--- src/rtl/onehot_bit_walker.sv ---
// One-hot bit walker: loads a bit index and emits 1<<idx, stepping down to bit 0 one beat per handshake.
// Optional macro WALKER_MASK_EN adds out_mask, a thermometer of bits [out_idx:0].
module onehot_bit_walker #(
    parameter int unsigned N = 255,
    parameter int unsigned W = $clog2(N)
) (
    input  logic         clk,
    input  logic         rst,
    input  logic         start_valid,
    output logic         start_ready,
    input  logic [W-1:0] start_idx,
    input  logic         abort,
    output logic         out_valid,
    input  logic         out_ready,
    output logic [N-1:0] out_onehot,
    output logic [W-1:0] out_idx,
    output logic         out_last,
    output logic         busy
`ifdef WALKER_MASK_EN
    ,
    output logic [N-1:0] out_mask
`endif
);

    typedef enum logic {S_IDLE, S_RUN} state_t;

    state_t       r_state, w_state_nxt;
    logic         r_valid, w_valid_nxt;
    logic [W-1:0] r_idx, w_idx_nxt;
    logic [N-1:0] r_onehot, w_onehot_nxt;
    logic         r_last, w_last_nxt;
`ifdef WALKER_MASK_EN
    logic [N-1:0] r_mask, w_mask_nxt;
`endif

    logic         w_fire;
    logic         w_start;
    logic [W-1:0] w_sat_idx;
    logic [N-1:0] w_ld_onehot;

    assign w_fire      = r_valid && out_ready;
    assign start_ready = !abort && ((r_state == S_IDLE) || (w_fire && r_last));
    assign w_start     = start_valid && start_ready;
    // Indices beyond the top bit clamp to N-1.
    assign w_sat_idx   = (32'(start_idx) >= N) ? W'(N - 1) : start_idx;
    assign w_ld_onehot = N'(1) << w_sat_idx;

    always_comb begin
        w_state_nxt  = r_state;
        w_valid_nxt  = r_valid;
        w_idx_nxt    = r_idx;
        w_onehot_nxt = r_onehot;
        w_last_nxt   = r_last;
`ifdef WALKER_MASK_EN
        w_mask_nxt   = r_mask;
`endif
        if (abort) begin
            w_state_nxt  = S_IDLE;
            w_valid_nxt  = 1'b0;
            w_idx_nxt    = '0;
            w_onehot_nxt = '0;
            w_last_nxt   = 1'b0;
`ifdef WALKER_MASK_EN
            w_mask_nxt   = '0;
`endif
        end else if (w_start) begin
            // Also covers a start landing on the final beat: reload with no bubble.
            w_state_nxt  = S_RUN;
            w_valid_nxt  = 1'b1;
            w_idx_nxt    = w_sat_idx;
            w_onehot_nxt = w_ld_onehot;
            w_last_nxt   = (w_sat_idx == '0);
`ifdef WALKER_MASK_EN
            w_mask_nxt   = (w_ld_onehot << 1) - N'(1);
`endif
        end else if (w_fire) begin
            if (r_last) begin
                w_state_nxt  = S_IDLE;
                w_valid_nxt  = 1'b0;
                w_idx_nxt    = '0;
                w_onehot_nxt = '0;
                w_last_nxt   = 1'b0;
`ifdef WALKER_MASK_EN
                w_mask_nxt   = '0;
`endif
            end else begin
                w_idx_nxt    = r_idx - W'(1);
                w_onehot_nxt = r_onehot >> 1;
                w_last_nxt   = (r_idx == W'(1));
`ifdef WALKER_MASK_EN
                w_mask_nxt   = r_mask >> 1;
`endif
            end
        end
    end

    always_ff @(posedge clk or posedge rst) begin
        if (rst) begin
            r_state  <= S_IDLE;
            r_valid  <= 1'b0;
            r_idx    <= '0;
            r_onehot <= '0;
            r_last   <= 1'b0;
`ifdef WALKER_MASK_EN
            r_mask   <= '0;
`endif
        end else begin
            r_state  <= w_state_nxt;
            r_valid  <= w_valid_nxt;
            r_idx    <= w_idx_nxt;
            r_onehot <= w_onehot_nxt;
            r_last   <= w_last_nxt;
`ifdef WALKER_MASK_EN
            r_mask   <= w_mask_nxt;
`endif
        end
    end

    assign out_valid  = r_valid;
    assign out_idx    = r_idx;
    assign out_onehot = r_onehot;
    assign out_last   = r_last;
    assign busy       = (r_state == S_RUN);
`ifdef WALKER_MASK_EN
    assign out_mask   = r_mask;
`endif

endmodule

--- config.mk ---
export PLATFORM = sky130hd
export DESIGN_NAME = onehot_bit_walker
export DESIGN_NICKNAME = d
export VERILOG_FILES = /design/src/rtl/onehot_bit_walker.sv
export SDC_FILE = /design/constraint.sdc
export NUM_CORES = 1
export LEC_CHECK = 0
export ABC_AREA = 1
export CAP_MARGIN = 20
export CELL_PAD_IN_SITES_DETAIL_PLACEMENT = 0
export CELL_PAD_IN_SITES_GLOBAL_PLACEMENT = 2
export CORE_MARGIN = 8
export CORE_UTILIZATION = 32
export CTS_CLUSTER_DIAMETER = 80
export DETAILED_ROUTE_END_ITERATION = 8
export MAX_ROUTING_LAYER = met4
export PLACE_DENSITY = 0.95
export SLEW_MARGIN = 10
export SYNTH_ARGS = -nofsm -noshare
export SYNTH_HDL_FRONTEND = slang
export SYNTH_SLANG_ARGS = --single-unit
--- constraint.sdc ---
create_clock -name clk -period 13.4 [get_ports clk]
set_input_delay 1.34 -clock clk [delete_from_list [all_inputs] [get_ports clk]]
set_output_delay 1.34 -clock clk [all_outputs]
set_load 0.05 [all_outputs]
==> reports/metrics.cfg <==
[grt]
antenna_found_initial = 2
grt_pass1_vias = 13660
met2_usage_pct = 39.14
overflow = 0
grt_max_degree = 88
track_usage_pct = 24.65
grtUsageMet3_pct = 3.677
grt_pass1_wl_mm = 91.12
met1_usage_pct = 31.80
busiest_layer = met2

[worst_setup_path]
critPathCaptureType = register
worst_ep_required_time_ns = 13.86
critPathLaunchType = input port
r2r-end = out_onehot[129]
cp.arrival_ns = 6.58
r2r-start = out_valid
ff2ff_path_depth = 10
path_class = in -> reg
critPathMaxFanout = 77
ff2ff_setup_slack_ns = 8.26

[clock_network]
clock_latency_ns = 0.57
cts_buffer_depth = 3
cts_resized = 0
htreeDepth = 1
ctsHoldBuffers = 0
cts_root_buf = clkbuf_16
numCtsBuffers = 31
clk_pin_slew_ns = 0.06
cts_tree = built
numClockSinks = 265
post-cts-setup-buffers = 0

[synthesis]
synth_area_leader_cell = dfrtp_1
avgSynthCellArea_sq_um = 7.667
synth-seq-area-share_pct = 48.78
synth_top_area_share_pct = 48.78
postSynthCellCount = 1773
ys_async_sr_fraction_pct = 100.0
netlist_top_cells_area = dfrtp_1 (49%), nand2_1 (13%), o21ai_0 (9.6%), o22ai_1 (5.0%), inv_1 (4.7%)
synthesis.area_sq_mm = 0.01359
ys.warnings.count = 0
ys_ff_latch = 265
synth_top_flop_cell = dfrtp_1
synth.most_common_cell = nand2_1
yosys-top-cells-count = nand2_1 (479), dfrtp_1 (265), o21ai_0 (262)
synth_cell_type_count = 32
synth-edff-count = 0
syn_nets = 1788

[placed_design]
gp_congestion = 0.9340
dpl_worst_slack_ns = 6.765
hpwl_mm = 43.31
io_buffers = 279

[final_layout]
regArea_sq_mm = 0.006631
layout.nets = 1981
drive_gt1_share_pct = 4.280
multi_input_comb_area_sq_mm = 0.005645
fillerInstances = 4246
area_growth_pct = 29.57

[floorplanning]
die_x_microns = 222.1
fp.dieH_microns = 222.1
die_area_sq_mm = 0.04933
io_pins = 280
coreArea_sq_mm = 0.04195
initial_core_util_pct = 32.41
rows = 75

[timing]
tightestPinTransition_ns = 1.160
fin_crit_sh_pct = 45.69
clock.fmax_mhz = 163.3
grt_setup_unrepaired = no
hold_viol = 0
finalClockSkew_ns = 0.01012
fin_hold_ws_ns = 0.5097
drv_slew = 0
finalWorstSetupSlack_ns = 7.278
layout_min_cycle_time_ns = 6.122
setup_viol = 0
max_slew_margin_pct = 22.38
finalSetupTns_ns = 0

[pwr]
p_per_area_mw_per_mm2 = 116.4
p_leak_uw = 0.007122
vdd_drop_max_mv = 0.06610

[drt]
vias = 13920
drtAntennaViolNets = 0
drt_first_iter_violations = 1564
dr.pass1.iters = 7
finalWirelength_mm = 61.62
wl_per_cell_microns = 24.39
drc = 0
viasPerCell = 5.507

[flow_run]
cap_violations = 0

[worst_hold_path]
whs_endpoint = out_onehot[16]
hold_path_depth = 2
hold_path.class = reg -> reg
hold_start = out_onehot[16]

[outcome]
status = complete, no violations

-- worst max path at each step --
stage          cells after the start               to  startpoint
2_1_floorplan                      1       out_idx[0]         rst
3_3_place_gp                      11  out_onehot[163]       abort
3_5_place_dp                      11  out_onehot[171]       abort
4_1_cts                           11  out_onehot[129]       abort
5_1_grt                           11  out_onehot[167]       abort
6_report                          11  out_onehot[129]       abort
-- registers in the layout, summed over array words and instances, names as in the netlist --
name,flops
out_last,1
out_valid,1
out_onehot,255
out_idx,8
-- placed cells by master, fill, tap and decap left out, drive strengths merged --
cell           count
a32oi              5
o21ai            290
buf               20
clkinvlp           2
bufinv             3
nand2            485
xor2               2
a22oi             11
a21oi             47
inv              176
nand3            107
nor2              87
diode              2
clkdlybuf4s50    279
a22o              13
dfrtp            265
o22ai            108
nand4             24
clkbuf            44
clkinv             6
o31ai              1
nor3               8
nor4               1
ha                 2
-- cell type report --
class | count | share of cell area (%)
Inverter | 178 | 3.864
Clock buffer | 44 | 5.022
Timing Repair Buffer | 299 | 16.82
Tap cell | 539 | 3.829
Antenna cell | 2 | 0.02842
Sequential cell | 265 | 37.65
Clock inverter | 9 | 0.7317
Multi-Input combinational cell | 1191 | 32.05
-- metrics by stage --
| stage | total power, uW | util, % | area [sq um] | cells |
|---|---|---|---|---|
| global route | 2119 | 41.99 | 17610 | 2527 |
| detailed placement | 1201 | 39.50 | 16570 | 2471 |
| global placement | 1200 | 39.50 | 16570 | 2471 |
| floorplan | 1087 | - | 13590 | 1773 |
| CTS | 2056 | 41.91 | 17580 | 2524 |
| finish | 2049 | 41.99 | 17610 | 2527 |
-- cell families after synthesis --
| logic type | synth area share, % |
|---|---|
| compound gates | 19.20 |
| xor+xnor | 0.1289 |
| fa+ha+maj | 0.1841 |
| buf+inv | 9.720 |
| flops | 48.78 |
| simple gates | 21.98 |
-- worst max-delay path, stage by stage --
cell and delay (ns):
clkdlybuf4s50_1 0.59, inv_2 0.15, nand3_4 0.48, nand2_4 0.82, inv_4 0.46, nor2_8 0.73
buf_4 0.72, nand2_4 0.22, inv_4 0.64, nand3_1 0.15, o21ai_0 0.14
-- report_power, final --
part | internal (uW) | total (uW) | switching [uW]
logic | 79.0 | 346 | 267
clock network | 512 | 860 | 348
registers | 821 | 843 | 21.8
-- routing by layer --
| metal | vias to the layer above | wire [microns] | part of all wire, % |
|---|---|---|---|
| li1 | 6261 | - | - |
| met1 | 6864 | 25690 | 42 |
| met3 | 104 | 4346 | 7.1 |
| met5 | - | 0 | 0 |
| met2 | 686 | 29120 | 47 |
| met4 | 0 | 2465 | 4.0 |
Note: power is estimated with default switching activity, not from simulation.
